==> src/rtl/float_result_buffer_pkg.sv <==
// Shared float types: exception-flag struct, flag bit positions, float width helper.
package float_result_buffer_pkg;

  typedef struct packed {
    logic invalid;
    logic overflow;
    logic underflow;
  } fp_flags_t;

  localparam int FLAG_W         = 3;
  localparam int FLAG_UNDERFLOW = 0;
  localparam int FLAG_OVERFLOW  = 1;
  localparam int FLAG_INVALID   = 2;

  function automatic int float_width(input int exp_w, input int man_w);
    return exp_w + man_w + 1;
  endfunction

endpackage

==> src/rtl/float_result_buffer_if.sv <==
// Producer/consumer/control bundle of float_result_buffer; counter signals
// exist only with FLOAT_RESULT_BUFFER_COUNTERS_EN.
interface float_result_buffer_if #(
  parameter int FW = 32,
  parameter int LW = 3
`ifdef FLOAT_RESULT_BUFFER_COUNTERS_EN
  , parameter int CW = 16
`endif
);
  import float_result_buffer_pkg::*;

  logic          in_valid;
  logic          in_ready;
  logic [FW-1:0] in_data;
  logic          in_underflow;
  logic          in_overflow;
  logic          in_invalid;
  logic          out_valid;
  logic          out_ready;
  logic [FW-1:0] out_data;
  fp_flags_t     out_flags;
  logic          flush;
  logic          clear_flags;
  fp_flags_t     sticky_flags;
  logic [LW-1:0] level;
`ifdef FLOAT_RESULT_BUFFER_COUNTERS_EN
  logic [CW-1:0] underflow_count;
  logic [CW-1:0] overflow_count;
  logic [CW-1:0] invalid_count;
`endif

  modport master (
    output in_valid, in_data, in_underflow, in_overflow, in_invalid,
    output out_ready, flush, clear_flags,
    input  in_ready, out_valid, out_data, out_flags, sticky_flags, level
`ifdef FLOAT_RESULT_BUFFER_COUNTERS_EN
    , input underflow_count, overflow_count, invalid_count
`endif
  );

  modport slave (
    input  in_valid, in_data, in_underflow, in_overflow, in_invalid,
    input  out_ready, flush, clear_flags,
    output in_ready, out_valid, out_data, out_flags, sticky_flags, level
`ifdef FLOAT_RESULT_BUFFER_COUNTERS_EN
    , output underflow_count, overflow_count, invalid_count
`endif
  );

endinterface

==> src/rtl/float_result_buffer_fifo.sv <==
// Generic synchronous FIFO with wrap-bit pointers, level and flush.
// Latency 1 cycle push-to-head; push refused when full regardless of pop.
module float_sync_fifo #(
  parameter int WIDTH = 35,
  parameter int DEPTH = 4,
  parameter int AW    = $clog2(DEPTH),
  parameter int PW    = AW + 1
) (
  input  logic             clk,
  input  logic             rst_n,
  input  logic             push_i,
  input  logic             pop_i,
  input  logic             flush_i,
  input  logic [WIDTH-1:0] wdata_i,
  output logic [WIDTH-1:0] rdata_o,
  output logic             full_o,
  output logic             empty_o,
  output logic [PW-1:0]    level_o
);

  logic [WIDTH-1:0] mem_q [DEPTH];
  logic [PW-1:0]    wr_ptr_q, wr_ptr_d;
  logic [PW-1:0]    rd_ptr_q, rd_ptr_d;
  logic             push_ok, pop_ok;

  assign full_o  = (wr_ptr_q[AW] != rd_ptr_q[AW]) && (wr_ptr_q[AW-1:0] == rd_ptr_q[AW-1:0]);
  assign empty_o = (wr_ptr_q == rd_ptr_q);
  assign level_o = wr_ptr_q - rd_ptr_q;
  assign rdata_o = mem_q[rd_ptr_q[AW-1:0]];

  // flush wins over both handshakes in the same cycle
  assign push_ok = push_i && !full_o && !flush_i;
  assign pop_ok  = pop_i && !empty_o && !flush_i;

  always_comb begin
    wr_ptr_d = wr_ptr_q;
    rd_ptr_d = rd_ptr_q;
    if (flush_i) begin
      wr_ptr_d = '0;
      rd_ptr_d = '0;
    end else begin
      if (push_ok) wr_ptr_d = wr_ptr_q + 1'b1;
      if (pop_ok)  rd_ptr_d = rd_ptr_q + 1'b1;
    end
  end

  always_ff @(posedge clk or negedge rst_n) begin
    if (!rst_n) begin
      wr_ptr_q <= '0;
      rd_ptr_q <= '0;
    end else begin
      wr_ptr_q <= wr_ptr_d;
      rd_ptr_q <= rd_ptr_d;
    end
  end

  always_ff @(posedge clk) begin
    if (push_ok) mem_q[wr_ptr_q[AW-1:0]] <= wdata_i;
  end

endmodule

==> src/rtl/float_result_buffer.sv <==
// Elastic multiplier result FIFO with sticky exception flags; optional
// saturating event counters under FLOAT_RESULT_BUFFER_COUNTERS_EN. 1-cycle latency, in_ready = !full.
module float_result_buffer
  import float_result_buffer_pkg::*;
#(
  parameter int EXPONENT_WIDTH = 8,
  parameter int MANTISSA_WIDTH = 23,
  parameter int DEPTH          = 4,
  parameter int COUNT_WIDTH    = 16
) (
  input  logic                 clk,
  input  logic                 rst_n,
  float_result_buffer_if.slave bus
);

  localparam int FW = float_width(EXPONENT_WIDTH, MANTISSA_WIDTH);
  localparam int EW = FW + FLAG_W;
  localparam int LW = $clog2(DEPTH) + 1;

  if ((DEPTH < 2) || ((DEPTH & (DEPTH - 1)) != 0) || (COUNT_WIDTH < 1)) begin : g_bad_param
    $error("float_result_buffer: DEPTH must be a power of two >= 2, COUNT_WIDTH >= 1");
  end

  logic [FLAG_W-1:0] in_flags;
  logic [EW-1:0]     head_entry;
  logic              fifo_full, fifo_empty;
  logic [LW-1:0]     fifo_level;
  logic              push_acc;
  logic [FLAG_W-1:0] sticky_q, sticky_d;

  assign in_flags = {bus.in_invalid, bus.in_overflow, bus.in_underflow};
  assign push_acc = bus.in_valid && !fifo_full && !bus.flush;

  float_sync_fifo #(
    .WIDTH (EW),
    .DEPTH (DEPTH)
  ) u_fifo (
    .clk     (clk),
    .rst_n   (rst_n),
    .push_i  (bus.in_valid),
    .pop_i   (bus.out_ready),
    .flush_i (bus.flush),
    .wdata_i ({in_flags, bus.in_data}),
    .rdata_o (head_entry),
    .full_o  (fifo_full),
    .empty_o (fifo_empty),
    .level_o (fifo_level)
  );

  assign bus.in_ready     = !fifo_full;
  assign bus.out_valid    = !fifo_empty;
  assign bus.out_data     = head_entry[FW-1:0];
  assign bus.out_flags    = fp_flags_t'(head_entry[EW-1:FW]);
  assign bus.level        = fifo_level;
  assign bus.sticky_flags = fp_flags_t'(sticky_q);

  // clear first, then OR in the flags of the push accepted this cycle
  always_comb begin
    sticky_d = bus.clear_flags ? '0 : sticky_q;
    if (push_acc) sticky_d = sticky_d | in_flags;
  end

  always_ff @(posedge clk or negedge rst_n) begin
    if (!rst_n) sticky_q <= '0;
    else        sticky_q <= sticky_d;
  end

`ifdef FLOAT_RESULT_BUFFER_COUNTERS_EN
  logic [COUNT_WIDTH-1:0] cnt_q [FLAG_W];
  logic [COUNT_WIDTH-1:0] cnt_d [FLAG_W];

  always_comb begin
    for (int i = 0; i < FLAG_W; i++) begin
      cnt_d[i] = bus.clear_flags ? '0 : cnt_q[i];
      if (push_acc && in_flags[i] && (cnt_d[i] != '1)) cnt_d[i] = cnt_d[i] + 1'b1;
    end
  end

  always_ff @(posedge clk or negedge rst_n) begin
    if (!rst_n) begin
      for (int i = 0; i < FLAG_W; i++) cnt_q[i] <= '0;
    end else begin
      for (int i = 0; i < FLAG_W; i++) cnt_q[i] <= cnt_d[i];
    end
  end

  assign bus.underflow_count = cnt_q[FLAG_UNDERFLOW];
  assign bus.overflow_count  = cnt_q[FLAG_OVERFLOW];
  assign bus.invalid_count   = cnt_q[FLAG_INVALID];
`endif

endmodule

==> src/flat_wrapper.sv <==
// flat-port wrapper written by rule: the top's interface ports become plain ports
module float_result_buffer_flat import float_result_buffer_pkg::*;
#(
  parameter int EXPONENT_WIDTH = 8,
  parameter int MANTISSA_WIDTH = 23,
  parameter int DEPTH          = 4,
  parameter int COUNT_WIDTH    = 16
)
  (clk, rst_n, bus_in_valid, bus_in_data, bus_in_underflow, bus_in_overflow, bus_in_invalid, bus_out_ready, bus_flush, bus_clear_flags, bus_in_ready, bus_out_valid, bus_out_data, bus_out_flags, bus_sticky_flags, bus_level);
  float_result_buffer_if #(.FW(32), .LW(3)) bus_i ();
  input  logic clk;
  input  logic rst_n;
  input wire logic [$bits(bus_i.in_valid)-1:0] bus_in_valid;
  input wire logic [$bits(bus_i.in_data)-1:0] bus_in_data;
  input wire logic [$bits(bus_i.in_underflow)-1:0] bus_in_underflow;
  input wire logic [$bits(bus_i.in_overflow)-1:0] bus_in_overflow;
  input wire logic [$bits(bus_i.in_invalid)-1:0] bus_in_invalid;
  input wire logic [$bits(bus_i.out_ready)-1:0] bus_out_ready;
  input wire logic [$bits(bus_i.flush)-1:0] bus_flush;
  input wire logic [$bits(bus_i.clear_flags)-1:0] bus_clear_flags;
  output wire logic [$bits(bus_i.in_ready)-1:0] bus_in_ready;
  output wire logic [$bits(bus_i.out_valid)-1:0] bus_out_valid;
  output wire logic [$bits(bus_i.out_data)-1:0] bus_out_data;
  output wire logic [$bits(bus_i.out_flags)-1:0] bus_out_flags;
  output wire logic [$bits(bus_i.sticky_flags)-1:0] bus_sticky_flags;
  output wire logic [$bits(bus_i.level)-1:0] bus_level;
  assign bus_i.in_valid = bus_in_valid;
  assign bus_i.in_data = bus_in_data;
  assign bus_i.in_underflow = bus_in_underflow;
  assign bus_i.in_overflow = bus_in_overflow;
  assign bus_i.in_invalid = bus_in_invalid;
  assign bus_i.out_ready = bus_out_ready;
  assign bus_i.flush = bus_flush;
  assign bus_i.clear_flags = bus_clear_flags;
  assign bus_in_ready = bus_i.in_ready;
  assign bus_out_valid = bus_i.out_valid;
  assign bus_out_data = bus_i.out_data;
  assign bus_out_flags = bus_i.out_flags;
  assign bus_sticky_flags = bus_i.sticky_flags;
  assign bus_level = bus_i.level;
  float_result_buffer #(.EXPONENT_WIDTH(EXPONENT_WIDTH), .MANTISSA_WIDTH(MANTISSA_WIDTH), .DEPTH(DEPTH), .COUNT_WIDTH(COUNT_WIDTH)) u_core (.clk(clk), .rst_n(rst_n), .bus(bus_i));
endmodule
==> config.mk <==
export PLATFORM = sky130hd
export DESIGN_NAME = float_result_buffer_flat
export DESIGN_NICKNAME = d
export VERILOG_FILES = /design/src/rtl/float_result_buffer_pkg.sv /design/src/rtl/float_result_buffer_if.sv /design/src/rtl/float_result_buffer_fifo.sv /design/src/rtl/float_result_buffer.sv /design/src/flat_wrapper.sv
export SDC_FILE = /design/constraint.sdc
export NUM_CORES = 1
export LEC_CHECK = 0
export BUFFER_PORTS_ARGS = -buffer_cell sky130_fd_sc_hd__buf_2
export CORE_MARGIN = 5
export CORE_UTILIZATION = 61
export DETAILED_ROUTE_END_ITERATION = 12
export GPL_TIMING_DRIVEN = 0
export PLACE_DENSITY = 0.95
export SYNTH_ARGS = -nofsm -noshare
export SYNTH_HDL_FRONTEND = slang
export SYNTH_SLANG_ARGS = --single-unit
export TNS_END_PERCENT = 10
==> constraint.sdc <==
create_clock -name clk -period 7.06 [get_ports clk]
set_clock_uncertainty 0.2 [all_clocks]
set_input_delay 0.706 -clock clk [delete_from_list [all_inputs] [get_ports clk]]
set_output_delay 0.706 -clock clk [all_outputs]
set_load 0.01 [all_outputs]
==> qor.csv, run 1 <==
metric,value,unit
outcome,finished clean,
max_freq,312,MHz
worstSkewPairLatency,0.51,ns
grt-ovfl-total,0,
cp-start-kind,register,
setup_viol,0,
nets,410,
ys_top_cells_by_area,"edfxtp_1 73%, mux4_2 14%, dfrtp_1 3.9%",
antennaDiodeCount,0,
cts_buffers,17,
grtUsageTotal,21.0,%
yosysWarningCount,0,
routed_wirelength,11200,µm
required,6.15,ns
cts.clk_slew.worst_paths,0.06,ns
critPathBufInv,3,
vias,2954,
crit_chain,buf_2 -> clkbuf_1 -> mux4_2 -> buf_2,
cts_tree,yes,
cp_slowest_cell,clkbuf_1,
power_density,374,mW/mm²
cts_root_buf,clkbuf_8,
synthesis.nets,305,
crit_path_end_kind,primary output,
setup-tns-final,0,ns
first_iter_violations,185,
cts.sinks,149,
core_area,0.00920,mm²
synth_xor_area_share,0.589,%
crit_path_frequent_cell,buf_2,
seq_area_frac_synth,77.2,%
slowest_delay,0.51,ns
netlist_area,0.00574,mm²
netlist-cell-type-count,34,
dieWidth,107,µm
routed_via_density,6.09,
hold_viol_final,0,
dieArea,0.0114,mm²
wl_per_cell,23.0,µm
antenna_found_initial,0,
maxCapViolCount,0,
cp_top_family,buffers and inverters,
max-slew-margin-rel,59.3,%
synth_seq_cells,149,
synth_compound_area_share,1.85,%
synth_top_family_by_area,multiplexers,
ys.flop_type,edfxtp_1,
min_period_over_period,45.4,%
synthArstFlopShare,6.04,%
vdd_drop_max,258,µV
fin_crit,3.21,ns
avgSynthCellArea,22.4,µm²
ios,84,
htreeDepth,4,
grt_pass1_wl,17500,µm
postRouteAntennaNets,0,
cp.arrival,2.30,ns
grt_pass1_vias,3210,
port_buffers,81,
drive_gt1_share,44.4,%
report.final.slew_viol_count,0,
rows,35,
syn2layout_area_growth,21.6,%
fillers,507,
critPathKind,register to primary output,
drc,0,
synth.largest_area_cell,edfxtp_1,
worst_slew_pin_slew,0.610,ns
firstDrtPassIters,5,
p_leak,2.46,nW
cts_setup_buffers,0,
synthSimpleGateAreaFrac,2.99,%
clk_path_buf_depth,2,
path_max_fanout,10,
synth_mux_area_share,13.9,%
grt_setup_unrepaired,no,
initial_core_util,62.4,%
holdWs,0.213,ns
synth_adder_area_share,1.88,%
dpl.hpwl,6980,µm
grt_max_degree,20,
synth_top_area_share,73.3,%
hp-class,input port to register,
synth_edf_count,140,
finalWeightedCongestion,0.876,
die_h,107,µm
syn_inst,256,
==> cells by family after synthesis <==
family                     after synthesis
muxes                                   36
DFF                                    149
adders and majority gates                8
xor gates and xnor gates                 3
and+or+nand+nor                         28
AOI/OAI and AO/OA                       14
buffers and inverters                   18
==> layout make-up <==
| type | instances | area [µm²] | share of cell area (%) |
|---|---|---|---|
| Tap cell | 111 | 139 | 1.99 |
| Clock buffer | 17 | 414 | 5.94 |
| Timing Repair Buffer | 86 | 526 | 7.53 |
| Inverter | 7 | 26.3 | 0.377 |
| Buffer | 11 | 61.3 | 0.879 |
| Multi-Input combinational cell | 89 | 1220 | 17.5 |
| Sequential cell | 149 | 4430 | 63.5 |
| Clock inverter | 15 | 155 | 2.22 |
==> synth_stat cells (2+ instances only) <==
cell,count
a21oi_1,4
a22o_1,3
a31oi_1,2
and2_1,5
buf_2,4
buf_4,2
clkbuf_1,3
dfrtp_1,9
edfxtp_1,140
ha_1,7
inv_1,7
mux4_2,35
nand2_1,5
nand3_1,3
nand4b_1,4
nor2_1,2
nor3b_1,2
o311ai_0,2
or4_1,2
==> layer usage <==
metal | global-route usage [%] | vias to the layer above | routed length [µm] | share of wire, %
li1 | - | 1284 | - | -
met1 | 27.4 | 1497 | 4370 | 39
met2 | 35.7 | 159 | 5860 | 53
met3 | 5.48 | 14 | 772 | 6.9
met4 | 5.48 | 0 | 152 | 1.4
met5 | 0 | - | 0 | 0
==> cells in the final DEF (no fill, tap or decap), types with 2 or more instances in the layout <==
cell type,instances
a21oi_1,4
a22o_1,3
a31oi_1,2
and2_2,4
buf_16,4
buf_2,85
buf_4,2
bufinv_16,2
clkbuf_1,3
clkbuf_16,16
clkinv_2,3
clkinv_4,2
clkinvlp_4,4
dfrtp_1,9
edfxtp_1,140
ha_1,7
inv_1,7
inv_6,2
mux4_2,35
nand2_1,5
nand3_1,3
nand4b_1,4
nor2_1,2
nor3b_1,2
o311ai_0,2
or4_1,2
==> flip-flops by register name, indices dropped and copies added (netlist names) <==
signal	count
u_core.u_fifo.wr_ptr_q	3
u_core.u_fifo.mem_q	140
u_core.u_fifo.rd_ptr_q	3
u_core.bus.sticky_flags	3
==> metrics by stage <==
stage                     util [%]  setup WS [ns]  power [mW]  cells  cell area, µm²
final                         75.8           3.85        2.60    485            6970
after global routing          75.8           3.65        2.72    485            6970
after CTS                     75.8           3.84        2.63    485            6970
after detailed placement      69.5           3.93        1.77    452            6390
after global placement        68.3           3.24        1.73    448            6280
after floorplan                  -           4.09        1.51    256            5740
==> final timing paths <==
check / from / slack, ns / cells past startpoint / to
worst min-delay path: bus_in_data[31] / 0.21 / 1 / u_core.u_fifo.mem_q[3][31]$_DFFE_PP_
worst max-delay path: u_core.u_fifo.rd_ptr_q[1]$_DFFE_PN0P_ / 3.85 / 4 / bus_out_data[31]
worst min register to register: u_core.bus.sticky_flags[1]$_DFF_PN0_ / 0.33 / 1 / u_core.bus.sticky_flags[1]$_DFF_PN0_
max in group asynchronous: rst_n / 6.06 / 2 / u_core.u_fifo.rd_ptr_q[1]$_DFFE_PN0P_
min in group asynchronous: rst_n / 0.40 / 2 / u_core.u_fifo.wr_ptr_q[2]$_DFFE_PN0P_
worst max register to register: u_core.u_fifo.rd_ptr_q[1]$_DFFE_PN0P_ / 3.89 / 7 / u_core.u_fifo.mem_q[3][7]$_DFFE_PP_
==> power breakdown <==
group / internal, mW / leakage (nW) / total [mW] / switching (mW)
Combinational: 0.304 / 0.795 / 0.662 / 0.358
Sequential: 1.06 / 1.39 / 1.09 / 0.0320
Clock: 0.505 / 0.270 / 0.852 / 0.348
Total: 1.87 / 2.46 / 2.60 / 0.738
==> timing repair <==
action                                  4_1_cts  5_1_grt
hold endpoints to repair                      9        0
hold buffers                                  1        0
endpoints found under the setup margin        0        0
gates resized for setup                       0        0
No activity file was read; power rests on OpenSTA's default activity.
==> run 2, diff against run 1 <==
Settings changed: CORE_UTILIZATION 61 to 51, PLACE_DENSITY 0.95 to 0.87.
Clock period 7.06 ns to 2.8 ns, I/O delays scaled along.
==> run 2 against run 1 <==
Against the previous run:
- utilization decreased by 7.4 points
- cell count increased by 14%
- clock power rose to 2.9 times the previous value
- clock-buffer cell count unchanged
- critical endpoint is now u_core.u_fifo.mem_q[1][9]$_DFFE_PP_
- highest routed layer unchanged
- worst setup slack got worse by 3.7 ns
- first-iteration DRC count decreased by 26%
==> qor.csv, run 2 (same netlist as run 1, synthesis figures left out) <==
metric,value,unit
outcome,finished clean,
hp-class,input port to register,
finalWeightedCongestion,0.811,
p_leak,2.66,nW
syn2layout_area_growth,30.4,%
antenna_found_initial,0,
die_h,116,µm
cts_buffers,17,
cts.clk_slew.worst_paths,0.06,ns
holdWs,0.0415,ns
dieWidth,116,µm
setup_viol,0,
routed_wirelength,10700,µm
grt_setup_unrepaired,no,
p_switching,1.85,mW
cp-start-kind,register,
antennaDiodeCount,0,
required,2.71,ns
dieArea,0.0135,mm²
grt_max_degree,28,
critPathKind,register to register,
max-slew-margin-rel,55.0,%
grt-ovfl-total,0,
r2r_start,u_core.u_fifo.wr_ptr_q[0]$_DFFE_PN0P_,
min_period_over_period,93.9,%
grt_use_met1,21.9,%
power_switching_share,26.7,%
htreeDepth,4,
nets,451,
worstReg2RegEnd,u_core.u_fifo.mem_q[1][9]$_DFFE_PP_,
vdd_drop_max,578,µV
clk_path_buf_depth,2,
grt_util_met3,5.07,%
drc,0,
cp.arrival,2.54,ns
cts.sinks,149,
first_iter_violations,137,
pwr-share-clk,35.5,%
wl_per_cell,19.3,µm
hold_viol_final,0,
total_power,6.93,mW
min_path_cells,3,
fillers,708,
hp-start,bus_in_valid,
final_cell_mix,"140 x edfxtp_1, 84 x buf_2, 37 x dlygate4sd3_1",
min_to,u_core.u_fifo.wr_ptr_q[0]$_DFFE_PN0P_,
internal-power,5.08,mW
ff2ff_path_depth,6,
maxCapViolCount,0,
final_common_cell,edfxtp_1,
largest_reg_flops,140,
core_area,0.0109,mm²
path_max_fanout,23,
cts_tree,yes,
port_buffers,81,
postRouteAntennaNets,0,
drive_gt1_share,41.7,%
report.final.slew_viol_count,0,
firstDrtPassIters,4,
dpl.hpwl,6610,µm
crit_path_end_kind,register,
worstSkewPairLatency,0.41,ns
grtUsageTotal,17.6,%
max_freq,380,MHz
grt.busiest_layer,met2,
cts_root_buf,clkbuf_16,
grt_pass1_wl,17100,µm
ios,84,
seqPwrFrac,39.5,%
worst_slew_pin_slew,0.674,ns
final_cells,555,
fin_crit,2.63,ns
grt_pass1_vias,3240,
placed_cells,480,
routed_via_density,5.42,
r2r_slack,0.17,ns
rows,38,
final_area,0.00748,mm²
use_met2,29.1,%
comb_power_share,25.0,%
placed_area,0.00638,mm²
initial_core_util,52.4,%
vias,3007,
power_density,926,mW/mm²
run 2: changes by cell type in the layout (fill, tap and decap cells not counted), sizes merged:
cell / before / now
and2: 5 / 6
buf: 93 / 97
bufinv: 2 / 5
clkinv: 6 / 3
clkinvlp: 4 / 3
dlygate4sd3: 1 / 37
inv: 10 / 11
run 2: through the flow:
stage,setup WS [ns],utilization (%),TNS [ns]
after floorplan,-0.171,-,-17.93
after global routing,0.0508,68.4,0
after detailed placement,-0.434,58.4,-27.65
final,0.170,68.4,0
after CTS,0.00444,67.9,0
after global placement,-1.04,57.8,-123.03
run 2: worst max-delay path: stages, from the launching register on:
cell	delay, ns
dfrtp_1	0.41
inv_1	0.13
ha_1	0.41
and2_2	0.25
a211oi_4	0.36
and2_4	0.34
buf_12	0.22
run 2: worst max-delay path by stage:
| stage | from | endpoint | cells after the start |
|---|---|---|---|
| finish | u_core.u_fifo.wr_ptr_q[0]$_DFFE_PN0P_ | u_core.u_fifo.mem_q[1][9]$_DFFE_PP_ | 6 |
| global route | u_core.u_fifo.wr_ptr_q[0]$_DFFE_PN0P_ | u_core.u_fifo.mem_q[1][9]$_DFFE_PP_ | 6 |
| CTS | u_core.u_fifo.rd_ptr_q[1]$_DFFE_PN0P_ | u_core.u_fifo.mem_q[0][0]$_DFFE_PP_ | 7 |
| detailed placement | u_core.u_fifo.rd_ptr_q[1]$_DFFE_PN0P_ | u_core.u_fifo.mem_q[3][12]$_DFFE_PP_ | 6 |
| global placement | u_core.u_fifo.rd_ptr_q[1]$_DFFE_PN0P_ | u_core.u_fifo.mem_q[1][23]$_DFFE_PP_ | 6 |
| floorplan | u_core.u_fifo.rd_ptr_q[1]$_DFFE_PN0P_ | u_core.u_fifo.mem_q[0][0]$_DFFE_PP_ | 6 |
run 2: cell type report:
class / count / area, µm² / share of cell area, %
sequential: 149 / 4430 / 59.2
multi-input combinational: 90 / 1260 / 16.8
timing repair buffer: 126 / 873 / 11.7
clock buffer: 17 / 425 / 5.69
clock inverter: 15 / 225 / 3.01
tap: 140 / 175 / 2.34
buffer: 11 / 67.6 / 0.903
inverter: 7 / 26.3 / 0.351
run 2: power groups by stage:
stage          clock network (mW)  logic, mW  registers [mW]
2_1_floorplan                   0       1.05            2.77
4_1_cts                      2.50       1.73            2.74
5_1_grt                      2.60       1.89            2.76
3_5_place_dp                    0       1.66            2.78
6_report                     2.46       1.73            2.74
3_3_place_gp                    0       1.59            2.78
run 2: what timing repair did:
| action | 4_1_cts | 5_1_grt |
|---|---|---|
| buffers inserted | 0 | 5 |
| resized for setup | 7 | 3 |
| hold buffers | 37 | 0 |
| cloned | 1 | 0 |
| endpoints found under the setup margin | 108 | 83 |
| pin swaps | 1 | 2 |
| hold endpoints to repair | 152 | 0 |
run 2: routing by layer:
layer / wire [µm] / vias to the layer above
li1: - / 1367
met1: 4330 / 1533
met2: 5580 / 93
met3: 608 / 14
met4: 171 / 0
met5: 0 / -
